**config.mk**
```make
export PLATFORM = sky130hd
export DESIGN_NAME = irq_ctrl_flat
export DESIGN_NICKNAME = d
export VERILOG_FILES = /design/src/rtl/irq_ctrl_pkg.sv /design/src/rtl/irq_ctrl_if.sv /design/src/rtl/irq_ctrl_sync.sv /design/src/rtl/irq_ctrl.sv /design/src/flat_wrapper.sv
export SDC_FILE = /design/constraint.sdc
export NUM_CORES = 1
export LEC_CHECK = 0
export CAP_MARGIN = 20
export CORE_AREA = 3 3 66 99
export DETAILED_ROUTE_END_ITERATION = 8
export DIE_AREA = 0 0 69 102
export HOLD_SLACK_MARGIN = 0.02
export PLACE_DENSITY_LB_ADDON = 0.05
export RECOVER_POWER = 25
export SLEW_MARGIN = 20
export SYNTH_ARGS = -nofsm -noshare
export SYNTH_HDL_FRONTEND = slang
export SYNTH_HIERARCHICAL = 1
export SYNTH_SLANG_ARGS = --single-unit
export TNS_END_PERCENT = 10
```
**constraint.sdc**
```tcl
create_clock -name clock -period 1.93 [get_ports clock]
set_input_delay 0.579 -clock clock [delete_from_list [all_inputs] [get_ports clock]]
set_output_delay 0.579 -clock clock [all_outputs]
set_load 0.01 [all_outputs]
```
**src/rtl/irq_ctrl_pkg.sv**
```systemverilog
// Shared definitions for the interrupt controller: register offsets, reset values,
// bus FSM states and the lowest-set-bit encoder used by the optional SOURCE register.
package irq_ctrl_pkg;

    localparam logic [2:0] IRQ_REG_STATUS = 3'd0;
    localparam logic [2:0] IRQ_REG_ENABLE = 3'd1;
    localparam logic [2:0] IRQ_REG_ACK    = 3'd2;
    localparam logic [2:0] IRQ_REG_ACTIVE = 3'd3;
    localparam logic [2:0] IRQ_REG_SOURCE = 3'd4;
    localparam logic [2:0] IRQ_REG_MODE   = 3'd5;

    localparam logic [7:0] IRQ_ENABLE_RST = 8'h00;
    localparam logic [7:0] IRQ_MODE_RST   = 8'hFF;

    typedef enum logic [1:0] {
        StIdle = 2'd0,
        StWr   = 2'd1,
        StRd   = 2'd2
    } bus_state_e;

    function automatic logic [2:0] lowest_set(input logic [7:0] v);
        logic [2:0] idx;
        idx = 3'd0;
        for (int i = 7; i >= 0; i--) begin
            if (v[i]) idx = 3'(i);
        end
        return idx;
    endfunction

endpackage

```
**src/rtl/irq_ctrl_if.sv**
```systemverilog
// CPU-side register window of the interrupt controller (bifrost_cs space).
interface irq_ctrl_if;

    logic       cs_n;
    logic       rw;
    logic [2:0] reg_addr;
    logic [7:0] wdata;
    logic [7:0] rdata;
    logic       rdata_oe;

    modport master (
        output cs_n, rw, reg_addr, wdata,
        input  rdata, rdata_oe
    );

    modport slave (
        input  cs_n, rw, reg_addr, wdata,
        output rdata, rdata_oe
    );

endinterface

```
**src/rtl/irq_ctrl_sync.sv**
```systemverilog
// Per-source synchroniser for an asynchronous active-low IRQ pin, plus detection of the
// high-to-low (assert) transition on the synchronised level.
module irq_ctrl_sync #(
    parameter int unsigned SYNC_LEN = 2
) (
    input  logic clock,
    input  logic reset,
    input  logic src_n,
    output logic s_n,
    output logic fall
);

    logic [SYNC_LEN-1:0] chain_q;
    logic                prev_q;

    always_ff @(posedge clock) begin
        if (reset) begin
            chain_q <= '1;
            prev_q  <= 1'b1;
        end else begin
            chain_q <= {chain_q[SYNC_LEN-2:0], src_n};
            prev_q  <= chain_q[SYNC_LEN-1];
        end
    end

    assign s_n  = chain_q[SYNC_LEN-1];
    assign fall = prev_q & ~s_n;

endmodule

```
**src/rtl/irq_ctrl.sv**
```systemverilog
// Interrupt controller: synchronises, latches/follows and masks up to 8 active-low sources
// into one registered irq_n. Define IRQ_SOURCE_EN to enable the SOURCE priority encoder.
module irq_ctrl
    import irq_ctrl_pkg::*;
#(
    parameter int unsigned NSRC     = 8,
    parameter int unsigned SYNC_LEN = 2
) (
    input  logic            clock,
    input  logic            reset,
    input  logic [NSRC-1:0] src_n,
    irq_ctrl_if.slave       bus,
    output logic            irq_n
);

    logic [NSRC-1:0] s_n;
    logic [NSRC-1:0] fall;

    for (genvar i = 0; i < NSRC; i++) begin : g_sync
        irq_ctrl_sync #(
            .SYNC_LEN(SYNC_LEN)
        ) u_sync (
            .clock(clock),
            .reset(reset),
            .src_n(src_n[i]),
            .s_n  (s_n[i]),
            .fall (fall[i])
        );
    end

    logic [NSRC-1:0] pend_q, pend_d;
    logic [NSRC-1:0] enable_q;
    logic [NSRC-1:0] mode_q;
    logic            irq_n_q;

    bus_state_e state_q, state_d;
    logic [2:0] wr_addr_q;
    logic [7:0] wr_data_q;
    logic       capture;
    logic       commit;

    // Write data arrives late in the access, so keep re-capturing and commit on cs_n release.
    assign capture = ~bus.cs_n & ~bus.rw;

    always_comb begin
        state_d = state_q;
        commit  = 1'b0;
        unique case (state_q)
            StIdle: begin
                if (!bus.cs_n) state_d = bus.rw ? StRd : StWr;
            end
            StWr: begin
                if (bus.cs_n) begin
                    commit  = 1'b1;
                    state_d = StIdle;
                end else if (bus.rw) begin
                    state_d = StRd;
                end
            end
            StRd: begin
                if (bus.cs_n) state_d = StIdle;
                else if (!bus.rw) state_d = StWr;
            end
            default: state_d = StIdle;
        endcase
    end

    logic [NSRC-1:0] wr_bits;
    logic [NSRC-1:0] ack_clr;

    assign wr_bits = wr_data_q[NSRC-1:0];
    assign ack_clr = (commit && wr_addr_q == IRQ_REG_ACK) ? wr_bits : '0;

    // Edge sources: a new assert event beats a simultaneous ACK.
    always_comb begin
        pend_d = pend_q;
        for (int i = 0; i < NSRC; i++) begin
            if (mode_q[i]) pend_d[i] = ~s_n[i];
            else           pend_d[i] = fall[i] | (pend_q[i] & ~ack_clr[i]);
        end
    end

    always_ff @(posedge clock) begin
        if (reset) begin
            state_q   <= StIdle;
            wr_addr_q <= 3'd0;
            wr_data_q <= 8'h00;
            pend_q    <= '0;
            enable_q  <= IRQ_ENABLE_RST[NSRC-1:0];
            mode_q    <= IRQ_MODE_RST[NSRC-1:0];
            irq_n_q   <= 1'b1;
        end else begin
            state_q <= state_d;
            if (capture) begin
                wr_addr_q <= bus.reg_addr;
                wr_data_q <= bus.wdata;
            end
            if (commit && wr_addr_q == IRQ_REG_ENABLE) enable_q <= wr_bits;
            if (commit && wr_addr_q == IRQ_REG_MODE)   mode_q   <= wr_bits;
            pend_q  <= pend_d;
            irq_n_q <= ~|(pend_q & enable_q);
        end
    end

    assign irq_n = irq_n_q;

    logic [7:0] pend8;
    logic [7:0] enable8;
    logic [7:0] mode8;
    logic [7:0] active8;
    logic [7:0] source8;
    logic [7:0] rd_mux;

    assign pend8   = 8'(pend_q);
    assign enable8 = 8'(enable_q);
    assign mode8   = 8'(mode_q);
    assign active8 = pend8 & enable8;

`ifdef IRQ_SOURCE_EN
    assign source8 = {|active8, 4'b0000, lowest_set(active8)};
`else
    assign source8 = 8'h00;
`endif

    always_comb begin
        rd_mux = 8'h00;
        unique case (bus.reg_addr)
            IRQ_REG_STATUS: rd_mux = pend8;
            IRQ_REG_ENABLE: rd_mux = enable8;
            IRQ_REG_ACTIVE: rd_mux = active8;
            IRQ_REG_SOURCE: rd_mux = source8;
            IRQ_REG_MODE:   rd_mux = mode8;
            default:        rd_mux = 8'h00;
        endcase
    end

    assign bus.rdata_oe = ~bus.cs_n & bus.rw & ~reset;
    assign bus.rdata    = bus.rdata_oe ? rd_mux : 8'h00;

endmodule

```
**src/flat_wrapper.sv**
```systemverilog
// flat-port wrapper written by rule: the top's interface ports become plain ports
module irq_ctrl_flat import irq_ctrl_pkg::*;
#(
    parameter int unsigned NSRC     = 8,
    parameter int unsigned SYNC_LEN = 2
)
  (clock, reset, src_n, irq_n, bus_cs_n, bus_rw, bus_reg_addr, bus_wdata, bus_rdata, bus_rdata_oe);
  irq_ctrl_if bus_i ();
  input  logic clock;
  input  logic reset;
  input  logic [NSRC-1:0] src_n;
  output logic irq_n;
  input wire logic [$bits(bus_i.cs_n)-1:0] bus_cs_n;
  input wire logic [$bits(bus_i.rw)-1:0] bus_rw;
  input wire logic [$bits(bus_i.reg_addr)-1:0] bus_reg_addr;
  input wire logic [$bits(bus_i.wdata)-1:0] bus_wdata;
  output wire logic [$bits(bus_i.rdata)-1:0] bus_rdata;
  output wire logic [$bits(bus_i.rdata_oe)-1:0] bus_rdata_oe;
  assign bus_i.cs_n = bus_cs_n;
  assign bus_i.rw = bus_rw;
  assign bus_i.reg_addr = bus_reg_addr;
  assign bus_i.wdata = bus_wdata;
  assign bus_rdata = bus_i.rdata;
  assign bus_rdata_oe = bus_i.rdata_oe;
  irq_ctrl #(.NSRC(NSRC), .SYNC_LEN(SYNC_LEN)) u_core (.clock(clock), .reset(reset), .src_n(src_n), .bus(bus_i), .irq_n(irq_n));
endmodule
```
==> Word level (Yosys, flattened, before mapping) <==
Cells that the tools add are included.
{ "classes": {"n_mux": 20, "reduce_logical": 8, "shift": 0, "bitwise_logic": 47, "eq_ne": 11, "div": 0, "addsub": 0, "n_lt_le_gt_ge": 0, "n_mul": 0} }
{ "op_table": {"columns": ["operator", "n"], "rows": [
  ["$pmux W8 S4", 1],
  ["$and A1 B1 Y1", 19],
  ["$not A1 Y1", 19],
  ["$mux W8", 2],
  ["$mux W2", 6],
  ["$mux W1", 10],
  ["$and A8 B8 Y8", 1],
  ["$or A1 B1 Y1", 8],
  ["$reduce_or A8 Y1", 1],
  ["$eq A3 B1 Y1 const B", 2],
  ["$eq A3 B2 Y1 const B", 2],
  ["$eq A3 B3 Y1 const B", 2],
  ["$ne A3 B3 Y1 const B", 2],
  ["$pmux W2 S3", 1],
  ["$logic_and A1 B1 Y1", 3],
  ["$logic_not A3 Y1", 1],
  ["$reduce_and A3 Y1", 1],
  ["$eq A2 B1 Y1 const B", 1],
  ["$eq A2 B2 Y1 const B", 1],
  ["$logic_not A2 Y1", 1],
  ["$ne A2 B2 Y1 const B", 1],
  ["$logic_not A1 Y1", 1]
]} }
{ "word_totals": {"latch_bits": 0, "regBits": 62, "mem_count": 0, "rom_bits": 0, "ram_bits": 0} }

==> Longest topological paths before layout <==
Gate-level depths: netlist of run 1.
{ "depth": {"word_depth": 8, "mapped_depth": 5, "depth_no_buf": 3} }

==> By module <==
Netlist of run 1, hierarchy kept.
{ "modules_own_cells": {"columns": ["module", "cells_per_inst", "instances", "area_per_inst_um2"], "rows": [
  ["irq_ctrl", 221, 1, 1899.3],
  ["irq_ctrl_sync", 7, 8, 85.1]
]} }

==> Worst setup path before layout of run 1 <==
OpenSTA, ideal clock, no wires.
{ "synth_path": {"kind": "input to output", "startpoint": "input reset", "endpoint": "output bus_rdata[3]", "path_slack_ns": -0.080, "stages": 4, "n_path_buf": 1, "t_arrival_ns": 1.431, "cell_sequence": "buf_2 > nor3b_2 > o21ai_2 > a31oi_1"} }
{ "synth_via": {"elab_chain_len": 3} }
{ "synth_rtl": {"columns": ["item", "line", "source"], "rows": [
  ["start: declaration", "flat_wrapper.sv:10", "input logic reset;"],
  ["$not A1 Y1", "irq_ctrl.sv:137", "assign bus.rdata_oe = ~bus.cs_n & bus.rw & ~reset;"],
  ["$and A1 B1 Y1", "irq_ctrl.sv:137", null],
  ["via bus_rdata_oe", "flat_wrapper.sv:18", "output wire logic [$bits(bus_i.rdata_oe)-1:0] bus_rdata_oe;"],
  ["$mux W8", "irq_ctrl.sv:138", "assign bus.rdata = bus.rdata_oe ? rd_mux : 8'h00;"],
  ["end: declaration", "flat_wrapper.sv:17", "output wire logic [$bits(bus_i.rdata)-1:0] bus_rdata;"]
]} }
The timed path passes the listed nets, and every way through them passes these cells.

==> Worst setup path after layout of run 1 <==
{ "layout_path": {"startpoint": "input reset", "endpoint": "output bus_rdata[3]"} }
{ "layout_via": {"elab_chain_len": 3} }
{ "layout_rtl": {"columns": ["item", "line"], "rows": [
  ["$not A1 Y1", "irq_ctrl.sv:137"],
  ["$and A1 B1 Y1", "irq_ctrl.sv:137"],
  ["$mux W8", "irq_ctrl.sv:138"]
]} }
No other way between the ends.

==> summary.md, run 1 <==
| Metric | Value |
|---|---|
| Antenna Cells | 0 |
| Most common cell after layout, fill and taps aside | dfxtp_1 |
| All-layer global routing usage | around 18% |
| Setup repair after global routing missed its margin | yes |
| Largest voltage drop on the vdd net | 787 uV |
| Remaining routing DRC violations | 0 |
| Number of routed nets with antenna violations | 0 |
| Cells after synthesis | 277 |
| Clock slew seen by the registers of the worst setup and hold paths | approximately 60 ps |
| Highest metal layer with signal wires | met4 |
| Worst Path Class, Setup | input port to primary output |
| Chain of cells forming the critical path | buf_8 -> nor3b_4 -> o21ai_4 -> buf_8 -> a31oi_4 -> buf_2 |
| Worst setup slack for register-to-register paths | 680 ps |
| Sequential fraction of the synthesis area | 48.1% |
| Worst min-delay path category | flip-flop to flip-flop |
| Leakage power | 1.21 nW |
| Final HPWL from detailed placement | 3.97 mm |
| Total core area | 5790 um2 |
| CTS tree | done |
| Vias after detailed routing | 2113 |
| Number of global-route vias before repair | 1995 |
| Failing checks | setup timing |
| Drt total wl | 6.05 mm |
| Avg WL per Cell | 14.6 um |
| Largest net degree at the start of global routing | 78 |
| Period utilisation layout | 108% |
| Status | complete, but fails checks |
| Slew at the pin closest to its max-slew limit | 830 ps |
| Synthesized area divided by synthesized cell count | 9.31 um2 |
| Global-route congestion overflow total | 0 |
| Clock period minus final worst setup slack | 2080 ps |
| Bufs and invs on worst path | 3 |
| Critical R2R Launch | u_core/state_q[1]$_SDFFE_PP0P_ |
| Worst hold slack | slightly above 400 ps |
| Die X | ~69 um |
| Clk_skew | 7.56 ps |
| Worst-Skew Late Latency | 340 ps |
| Post-synthesis instance area | 2580 um2 |
| Critical Path Stages | 6 |
| Final net count | 360 |
| Gpl congestion | 0.831 |
| Routed wire length on met2 | 2.92 mm |
| Die Footprint | 7040 um2 |
| Iteration count of the initial detailed-routing pass | 5 |
| Slowest library cell on the worst path | nor3b_4 |
| Power density over the cells | 781 nW/um2 |
| Met1 WL | between 2 and 3 mm |
| Root Buffer | clkbuf_8 |
| Maximum single-stage delay on the critical path | 230 ps |
| Worst relative slew slack | around 44% |
| Mean number of vias per cell | 5.10 |
| Number of maximum-capacitance violations | 0 |
| Number of cells traversed by the worst register-to-register path | 4 |
| Element type at the critical path start | input port |
| # H-tree levels | 3 |
| Routed met3 length | 169 um |
| Achievable Freq | just under 500 MHz |
| Count of unique library cells instantiated by Yosys | 31 |
| Antenna violations before repair | 0 |
| Initial core utilization | roughly 45% |
| Post-synthesis register bit count | 62 |
| Overall die height | 102 um |
| Category of the worst setup path capture point | primary output |
| Drt initial violations | 103 |
| Yosys warning total | 6 |
| Core occupancy in the finished layout | between 60 and 70% |
| Max-slew violations | 0 |
| Family with the most delay on the worst path | buffers and inverters |
| Commonest cells after routing, fill and taps aside | dfxtp_1, nand2_1, nor2_1 |
| Final worst-path setup slack | -151 ps |
| Launching instance or port of the critical path | reset |
| Number of hold-slack violations in the final timing report | 0 |
| Total of buffers placed on input and output ports | 32 |
| CP Capture Point | bus_rdata[3] |
| Synthesized netlist net count | 300 |
| Reg2Reg Capture Point | u_core/pend8[1]$_SDFF_PP0_ |
| Most common cell type on the critical path | buf_8 |
| Ports | 33 |
| Deepest clock path buffer count | 2 |
| Final setup violation count | 8 |
| Data required time at the worst endpoint | about 1400 ps |
| Max Fanout on Critical Path | 5 |
| First-pass GRT wire length | approximately 9.9 mm |
| Share of cells above drive strength 1 | 25.4% |
| Area growth, synth to finish | 35.0% |
| Arrival time at the worst endpoint | roughly 1500 ps |
| Clk sink count | 62 |
| Number of rows created at floorplan | 34 |
| TritonCTS Buffers | 9 |
## repair_timing
action / CTS / global route
gates resized for setup: 84 / 12
setup endpoints to repair: 9 / 9
hold buffers: 0 / 0
setup buffers: 3 / 0
pin swaps: 2 / 2
## area by class of cell
type / instances / area [um2]
clock buffers: 13 / 159
clock inverters: 3 / 42.5
fillers: 544 / 2300
multi-input cells: 205 / 1420
flip-flops and latches: 62 / 1240
well taps: 72 / 90.1
repair buffers: 59 / 534
## synth_stat cells
cell       instances  area, um2
dfxtp_1           62       1240
nand2_1           32        120
nor2_1            26       97.6
or2_1             24        150
a21oi_1           22        110
nand2b_1          20        125
mux2i_1           16        160
a31oi_1           13       81.3
nor2b_1           10       62.6
o31ai_1            8       60.1
buf_2              5       25.0
mux2_2             5       56.3
nand3_1            5       25.0
nand4b_1           4       35.0
a32oi_1            3       26.3
clkbuf_1           3       11.3
a21boi_0           2       15.0
a22oi_1            2       15.0
buf_4              2       15.0
nor2_4             2       22.5
a211oi_1           1       7.51
a221oi_1           1       8.76
a22o_1             1       8.76
a31o_2             1       8.76
and2b_1            1       7.51
nand4bb_4          1       27.5
nor3_2             1       10.0
nor3b_2            1       12.5
nor3b_4            1       18.8
o21ai_2            1       8.76
or2_2              1       6.26
## logic make-up (layout without fill, tap and decap cells)
| kind of cell | after synthesis | in the layout | share of synthesized area [%] |
|---|---|---|---|
| compound gates | 55 | 55 | 13.6 |
| buf+inv | 10 | 75 | 1.99 |
| mux | 21 | 21 | 8.39 |
| flops | 62 | 62 | 48.1 |
| simple gates | 129 | 129 | 27.9 |
## flip-flops by register name, indices dropped and copies added, names as in the netlist
signal,flops
u_core/wr_bits,8
u_core/wr_addr_q,3
u_core/state_q,2
u_core/g_sync.u_sync/chain_q,16
u_core/mode8,8
u_core/irq_n,1
u_core/g_sync.u_sync/prev_q,8
u_core/pend8,8
u_core/enable8,8
## worst min path at each step
stage	startpoint	to	slack, ps	depth (start not counted)
6_report	u_core/g_sync[4].u_sync/chain_q[0]$_SDFF_PP1_	u_core/g_sync[4].u_sync/chain_q[1]$_SDFF_PP1_	410	1
5_1_grt	u_core/g_sync[7].u_sync/chain_q[0]$_SDFF_PP1_	u_core/g_sync[7].u_sync/chain_q[1]$_SDFF_PP1_	420	1
4_1_cts	u_core/g_sync[4].u_sync/chain_q[0]$_SDFF_PP1_	u_core/g_sync[4].u_sync/chain_q[1]$_SDFF_PP1_	410	1
3_5_place_dp	u_core/g_sync[4].u_sync/chain_q[0]$_SDFF_PP1_	u_core/g_sync[4].u_sync/chain_q[1]$_SDFF_PP1_	390	1
3_3_place_gp	u_core/g_sync[0].u_sync/chain_q[0]$_SDFF_PP1_	u_core/g_sync[0].u_sync/chain_q[1]$_SDFF_PP1_	390	1
2_1_floorplan	u_core/g_sync[0].u_sync/chain_q[0]$_SDFF_PP1_	u_core/g_sync[0].u_sync/chain_q[1]$_SDFF_PP1_	390	1
## metal layers
| layer | vias up | track usage [%] |
|---|---|---|
| met2 | 37 | 29.6 |
| met3 | 8 | 3.05 |
| met4 | 0 | 8.27 |
| met1 | 985 | 22.7 |
| met5 | - | 0 |
| li1 | 1083 | - |
## metrics by stage
stage                     setup TNS (ps)  cells  power (mW)  instance area, um2  setup slack [ps]
after floorplan                     -123    277        1.47                2590             -24.7
after global placement            -13720    395        1.57                3150             -1070
after detailed placement          -13950    395        1.57                3150             -1080
after CTS                          -1060    414        2.73                3450              -156
after global routing               -1310    414        2.81                3480              -183
final                               -922    414        2.72                3480              -151
## power by group
group	total, mW	internal [mW]	switching (mW)
registers	1.34	1.32	0.0273
clock network	1.16	0.666	0.489
logic	0.223	0.118	0.104
## worst register-to-register path: cells and delay by family, from the launching register on
kind | cells | cell delay, ps
AO/OA/AOI/OAI | 1 | 80
AND/OR/NAND/NOR | 2 | 530
buffers and inverters | 1 | 190
flip-flops | 1 | 340
Power figures use the tool's default switching activity.
==> run 2, diff against run 1 <==
--- a/config.mk
+++ b/config.mk
@@ -9,8 +9,9 @@
 export CORE_AREA = 3 3 66 99
 export DETAILED_ROUTE_END_ITERATION = 8
 export DIE_AREA = 0 0 69 102
+export GPL_ROUTABILITY_DRIVEN = 0
 export HOLD_SLACK_MARGIN = 0.02
-export PLACE_DENSITY_LB_ADDON = 0.05
+export PLACE_DENSITY = 0.72
 export RECOVER_POWER = 25
 export SLEW_MARGIN = 20
 export SYNTH_ARGS = -nofsm -noshare
==> run 2 against run 1 <==
Against the previous run: the run still ends with setup timing left; core utilization down 1.1 points; register-to-register slack about the same; setup slack better by 26 ps; critical endpoint is now bus_rdata[6].
==> summary.md, run 2 (synthesis results as in run 1) <==
| Metric | Value |
|---|---|
| Avg WL per Cell | 14.2 um (-3.2%) |
| Achievable Freq | 486 MHz (+1.3%) |
| Setup repair after global routing missed its margin | yes |
| Global-route track usage on met1 | 19.6% (-3.1 points) |
| Register with the most flip-flops | u_core/g_sync.u_sync/chain_q |
| Mean number of vias per cell | 5.14 (+0.74%) |
| Total of buffers placed on input and output ports | 32 (unchanged) |
| Die Footprint | 7040 um2 (unchanged) |
| TritonCTS Buffers | 9 (unchanged) |
| Die X | 69 um (unchanged) |
| # H-tree levels | 3 (unchanged) |
| Flip-flop count of the largest register, all copies and words added | 16 (unchanged) |
| Final worst-path setup slack | -126 ps (+25.7 ps) |
| Period utilisation layout | 107% (-1.3 points) |
| Bufs and invs on worst path | 3 (unchanged) |
| Clock period minus final worst setup slack | 2060 ps (-25.7 ps) |
| Leakage power | 1.23 nW (+1.4%) |
| Status | complete, but fails checks |
| Slowest library cell on the worst path | nor3b_4 |
| CTS tree | done |
| All-layer global routing usage | 17.9% (+0.11 points) |
| Data required time at the worst endpoint | 1350 ps (about the same) |
| Total design power | 2.71 mW (-0.39%) |
| Clock slew seen by the registers of the worst setup and hold paths | 70 ps (about the same) |
| Antenna violations before repair | 0 (unchanged) |
| Largest net degree at the start of global routing | 78 (unchanged) |
| Final setup violation count | 8 (unchanged) |
| Setup WS pre-CTS | -1050 ps (+36.0 ps) |
| Count of hold buffers inserted by post-cts repair | 0 (unchanged) |
| Number of rows created at floorplan | 34 (unchanged) |
| Max-slew violations | 0 (unchanged) |
| Deepest clock path buffer count | 2 (unchanged) |
| Number of hold-slack violations in the final timing report | 0 (unchanged) |
| Core occupancy in the finished layout | 59.1% (-1.1 points) |
| First-pass GRT wire length | 9.83 mm (-0.98%) |
| Peak-usage layer in the global routing report | met2 |
| Antenna Cells | 0 (unchanged) |
| Maximum single-stage delay on the critical path | 210 ps (-20 ps) |
| Drt total wl | 5.90 mm (-2.5%) |
| Final net count | 363 (+0.83%) |
| Commonest cells after routing, fill and taps aside | dfxtp_1, nand2_1, buf_4, nor2_1, or2_1 |
| Arrival time at the worst endpoint | 1480 ps (-20 ps) |
| Post-layout instance count excluding filler cells | 417 (+0.72%) |
| Total core area | 5790 um2 (unchanged) |
| Worst relative slew slack | 57.4% (+13 points) |
| Overall die height | 102 um (unchanged) |
| Failing checks | setup timing |
| Iteration count of the initial detailed-routing pass | 4 (-1) |
| Drt initial violations | 112 (+8.7%) |
| Area growth, synth to finish | 32.5% |
| Root Buffer | clkbuf_8 |
| Global-route congestion overflow total | 0 (unchanged) |
| Instance count after placement with tap cells included | 399 (+1.0%) |
| Worst-Skew Late Latency | 340 ps (about the same) |
| Clk_skew | 6.45 ps (-1.10 ps) |
| Max Fanout on Critical Path | 8 (+3) |
| Element type at the critical path start | input port |
| Ports | 33 (unchanged) |
| Largest voltage drop on the vdd net | 485 uV (-38%) |
| Power density over the cells | 793 nW/um2 (+1.5%) |
| Sum of negative setup slack | -656 ps (+265 ps) |
| Number of routed nets with antenna violations | 0 (unchanged) |
| Initial core utilization | 44.6% (unchanged) |
| Clk sink count | 62 (unchanged) |
| Slew at the pin closest to its max-slew limit | 639 ps (-191 ps) |
| Final HPWL from detailed placement | 4.04 mm (+1.8%) |
| Vias after detailed routing | 2144 (+1.5%) |
| Number of maximum-capacitance violations | 0 (unchanged) |
| Met2 routing resource usage after global routing | 31.5% (+1.9 points) |
| Category of the worst setup path capture point | primary output |
| Most common cell after layout, fill and taps aside | dfxtp_1 |
| Chain of cells forming the critical path | buf_8 -> nor3b_4 -> buf_6 -> o21ai_4 -> a31oi_1 -> buf_2 |
| Family with the most delay on the worst path | buffers and inverters |
| Share of cells above drive strength 1 | 23.2% (-2.3 points) |
| Number of global-route vias before repair | 2122 (+6.4%) |
| Remaining routing DRC violations | 0 (unchanged) |
| Worst min-delay path category | flip-flop to flip-flop |
| Global routing met3 resource utilization | 4.43% (+1.4 points) |
| Worst Path Class, Setup | input port to primary output |
run 2: cell types whose count changed in the layout (fill, tap and decap cells not counted), sizes merged:
| cell | change |
|---|---|
| clkbuf | +1 |
| buf | +2 |
run 2: per-layer routing:
metal | wire length (um) | share of wire (%) | vias up
met5 | 0 | 0 | -
met4 | 184 | 3.1 | 0
met3 | 249 | 4.2 | 13
met2 | 3110 | 53 | 40
met1 | 2360 | 40 | 1004
li1 | - | - | 1087
run 2: worst register-to-register path: cells and delay by family (launching register included):
family	cells	cell delay, ps
buf+inv	1	180
flops	1	340
simple gates	2	530
compound gates	1	90
run 2: path summary, 6_finish.rpt:
path	startpoint	end	slack, ps	depth (start not counted)
hold reg to reg	u_core/g_sync[6].u_sync/chain_q[0]$_SDFF_PP1_	u_core/g_sync[6].u_sync/chain_q[1]$_SDFF_PP1_	410	1
setup / recovery	bus_cs_n	bus_rdata[6]	-130	6
hold / removal	u_core/g_sync[6].u_sync/chain_q[0]$_SDFF_PP1_	u_core/g_sync[6].u_sync/chain_q[1]$_SDFF_PP1_	410	1
setup reg to reg	u_core/state_q[1]$_SDFFE_PP0P_	u_core/pend8[5]$_SDFF_PP0_	670	4
run 2: power by group:
group          leakage (nW)  switching (mW)  internal, mW
logic                 0.622           0.101         0.123
registers             0.507          0.0246          1.32
clock network        0.0996           0.481         0.665
total                  1.23           0.606          2.11
run 2: timing repair:
item,CTS,global route
gates resized for setup,73,9
gates cloned,0,0
endpoints found under the setup margin,9,9
hold endpoints to repair,0,0
pin swaps,7,1
setup buffers,2,0
run 2: metrics by stage:
| stage | hold slack, ps | area [um2] |
|---|---|---|
| global route | 415 | 3420 |
| CTS | 410 | 3390 |
| floorplan | 385 | 2590 |
| finish | 407 | 3420 |
| global placement | 387 | 3180 |
| detailed placement | 394 | 3180 |
run 2: area by class of cell:
class / instances / area (um2)
Fill cell: 534 / 2370
Multi-Input combinational cell: 205 / 1340
Sequential cell: 62 / 1240
Timing Repair Buffer: 62 / 546
Clock buffer: 13 / 159
Tap cell: 72 / 90.1
Clock inverter: 3 / 42.5
==> run 3, diff against run 2 <==
--- a/config.mk
+++ b/config.mk
@@ -6,12 +6,12 @@
 export NUM_CORES = 1
 export LEC_CHECK = 0
 export CAP_MARGIN = 20
-export CORE_AREA = 3 3 66 99
+export CORE_AREA = 3 3 68 102
 export DETAILED_ROUTE_END_ITERATION = 8
-export DIE_AREA = 0 0 69 102
+export DIE_AREA = 0 0 71 105
 export GPL_ROUTABILITY_DRIVEN = 0
 export HOLD_SLACK_MARGIN = 0.02
-export PLACE_DENSITY = 0.72
+export PLACE_DENSITY = 0.69
 export RECOVER_POWER = 25
 export SLEW_MARGIN = 20
 export SYNTH_ARGS = -nofsm -noshare
==> run 3 against run 2 <==
Against the previous run: the flow still finishes with violations (setup timing); design area fell by 1.9%; critical path depth did not move; global-route usage fell by 1.6 points; first-iteration DRC count rose by 3.6%; setup slack got worse by 18 ps; core utilization fell by 4.4 points; final cell count fell by 0.96%.
==> summary.md, run 3 (synthesis results as in run 1) <==
| Metric | Value |
|---|---|
| Maximum single-stage delay on the critical path | 190 ps (-20 ps) |
| Deepest clock path buffer count | 2 (unchanged) |
| Clk sink count | 62 (unchanged) |
| Period utilisation layout | 107% (+0.95 points) |
| Most common cell after layout, fill and taps aside | dfxtp_1 |
| Iteration count of the initial detailed-routing pass | 5 (+1) |
| Remaining routing DRC violations | 0 (unchanged) |
| Number of maximum-capacitance violations | 0 (unchanged) |
| Vias after detailed routing | 2143 (-0.047%) |
| Share of cells above drive strength 1 | 22.7% (-0.47 points) |
| Largest net degree at the start of global routing | 78 (unchanged) |
| Family with the most delay on the worst path | buffers and inverters |
| Total of buffers placed on input and output ports | 32 (unchanged) |
| Chain of cells forming the critical path | buf_4 -> nor3_2 -> buf_4 -> a32oi_1 -> a21oi_2 -> buf_2 |
| All-layer global routing usage | 16.4% (-1.6 points) |
| Power density over the cells | 757 nW/um2 (-4.5%) |
| Die X | 71 um (+2.9%) |
| Number of setup buffers added after CTS | 0 (-2) |
| Slowest library cell on the worst path | a21oi_2 |
| Category of the worst setup path capture point | primary output |
| Final net count | 358 (-1.4%) |
| Die Footprint | 7460 um2 (+5.9%) |
| Max-slew violations | 0 (unchanged) |
| CTS tree | done |
| Clock slew seen by the registers of the worst setup and hold paths | 60 ps (about the same) |
| Number of hold-slack violations in the final timing report | 0 (unchanged) |
| Max Fanout on Critical Path | 8 (unchanged) |
| Final HPWL from detailed placement | 3.88 mm (-3.9%) |
| Register with the most flip-flops | u_core/g_sync.u_sync/chain_q |
| Share of power burned in registers | 52.9% (+3.4 points) |
| Overall die height | 105 um (+2.9%) |
| Worst min-delay path category | flip-flop to flip-flop |
| Bufs and invs on worst path | 3 (unchanged) |
| Avg WL per Cell | 13.9 um (-1.9%) |
| Antenna Cells | 0 (unchanged) |
| Largest voltage drop on the vdd net | 424 uV (-12%) |
| Element type at the critical path start | input port |
| Setup repair after global routing missed its margin | yes |
| TritonCTS Buffers | 9 (unchanged) |
| Worst-Skew Late Latency | 330 ps (about the same) |
| Status | complete, but fails checks |
| Switching Fraction | 22.7% (+0.32 points) |
| Number of rows created at floorplan | 35 (+2.9%) |
| Area of placed instances | 3160 um2 (-0.63%) |
| Multi-input gate area | 1360 um2 (+1.4%) |
| Ports | 33 (unchanged) |
| Power Internal | 1.96 mW (-6.8%) |
| Clock period minus final worst setup slack | 2070 ps (+18.3 ps) |
| Commonest cells after routing, fill and taps aside | dfxtp_1, nand2_1, nor2_1 |
| Leakage power | 1.19 nW (-3.5%) |
| Relative contribution of the clock network to total power | 38.7% (-3.6 points) |
| Drt total wl | 5.74 mm (-2.8%) |
| Setup WS pre-CTS | -1020 ps (+27.3 ps) |
| Clk_skew | 3.48 ps (-2.97 ps) |
| Instance count after placement with tap cells included | 398 (-0.25%) |
| Final setup violation count | 8 (unchanged) |
| Mean number of vias per cell | 5.19 (+0.92%) |
| Portion of total power attributed to combinational logic | 8.5% (+0.3 points) |
| Number of routed nets with antenna violations | 0 (unchanged) |
| Achievable Freq | 482 MHz (-0.88%) |
| Post-layout instance count excluding filler cells | 413 (-0.96%) |
| First-pass GRT wire length | 9.63 mm (-2.1%) |
| Root Buffer | clkbuf_8 |
| Total design power | 2.54 mW (-6.4%) |
| Global-route congestion overflow total | 0 (unchanged) |
| Slew at the pin closest to its max-slew limit | 1270 ps (+630 ps) |
| Data required time at the worst endpoint | 1350 ps (about the same) |
| Initial core utilization | 42.1% (-2.5 points) |
| Worst Path Class, Setup | input port to primary output |
| Switching power of the nets | 0.576 mW (-5.1%) |
| Area growth, synth to finish | 29.9% |
| FF/Latch Area | 1240 um2 (unchanged) |
| Most common cell type on the critical path | buf_4 |
| Flip-flop count of the largest register, all copies and words added | 16 (unchanged) |
| # H-tree levels | 3 (unchanged) |
| Number of global-route vias before repair | 2093 (-1.4%) |
| Number of fillers in the final layout | 556 (+4.1%) |
| Antenna violations before repair | 0 (unchanged) |
| Failing checks | setup timing |
| Worst relative slew slack | 15.4% (-42 points) |
| Non-Filler Cell Area, Final | 3350 um2 (-1.9%) |
| Total core area | 6130 um2 (+6.0%) |
| Final worst-path setup slack | -144 ps (-18.3 ps) |
| Arrival time at the worst endpoint | 1490 ps (about the same) |
| Drt initial violations | 116 (+3.6%) |
run 3: cell count changes in the layout (fill, tap and decap cells not counted), moves of 2 or more:
cell / delta
a21oi_1: -2
a21oi_2: +2
buf_4: -3
buf_8: -3
nand2_1: -2
nand2_2: +2
run 3: timing repair:
action                     4_1_cts  5_1_grt
hold endpoints to repair         0        0
resized for setup               74        8
setup endpoints to repair        9        9
pin swaps                        8        4
hold buffers                     0        0
gates cloned                     0        0
run 3: cell type report:
class	instances	area share (%)
Clock buffer	14	4.85
Clock inverter	1	0.149
Tap cell	74	2.76
Multi-Input combinational cell	205	40.5
Timing Repair Buffer	57	14.7
Sequential cell	62	37.0
run 3: layer usage:
metal  GRT usage, %  share of wire (%)  wire length, um  vias up
met3           4.14                4.2              242       15
met2           26.8                 51             2900       44
li1               -                  -                -     1076
met4           8.33                2.9              168        0
met5              0                  0                0        -
met1           19.4                 42             2430     1008
run 3: path summary, 6_finish.rpt:
check                                                start                                             to  slack (ps)  cells after the start
max                                        bus_reg_addr[1]                                   bus_rdata[2]        -140                      6
max reg2reg                 u_core/state_q[1]$_SDFFE_PP0P_                     u_core/pend8[0]$_SDFF_PP0_         640                      4
min reg2reg  u_core/g_sync[6].u_sync/chain_q[0]$_SDFF_PP1_  u_core/g_sync[6].u_sync/chain_q[1]$_SDFF_PP1_         400                      1
min          u_core/g_sync[6].u_sync/chain_q[0]$_SDFF_PP1_  u_core/g_sync[6].u_sync/chain_q[1]$_SDFF_PP1_         400                      1
run 3: power by group through the flow:
stage	logic (mW)	clock network, mW	registers (mW)
2_1_floorplan	0.110	0	1.36
3_5_place_dp	0.206	0	1.37
3_3_place_gp	0.201	0	1.37
5_1_grt	0.237	1.07	1.35
6_report	0.215	0.981	1.34
4_1_cts	0.214	1.01	1.34
run 3: through the flow:
step / hold WS [ps] / setup TNS (ps) / util [%]
final: 404 / -865 / 54.7
after global routing: 427 / -1470 / 54.7
after CTS: 408 / -786 / 54.3
after detailed placement: 392 / -11420 / 51.5
after global placement: 387 / -10390 / 51.5
after floorplan: 385 / -123 / -
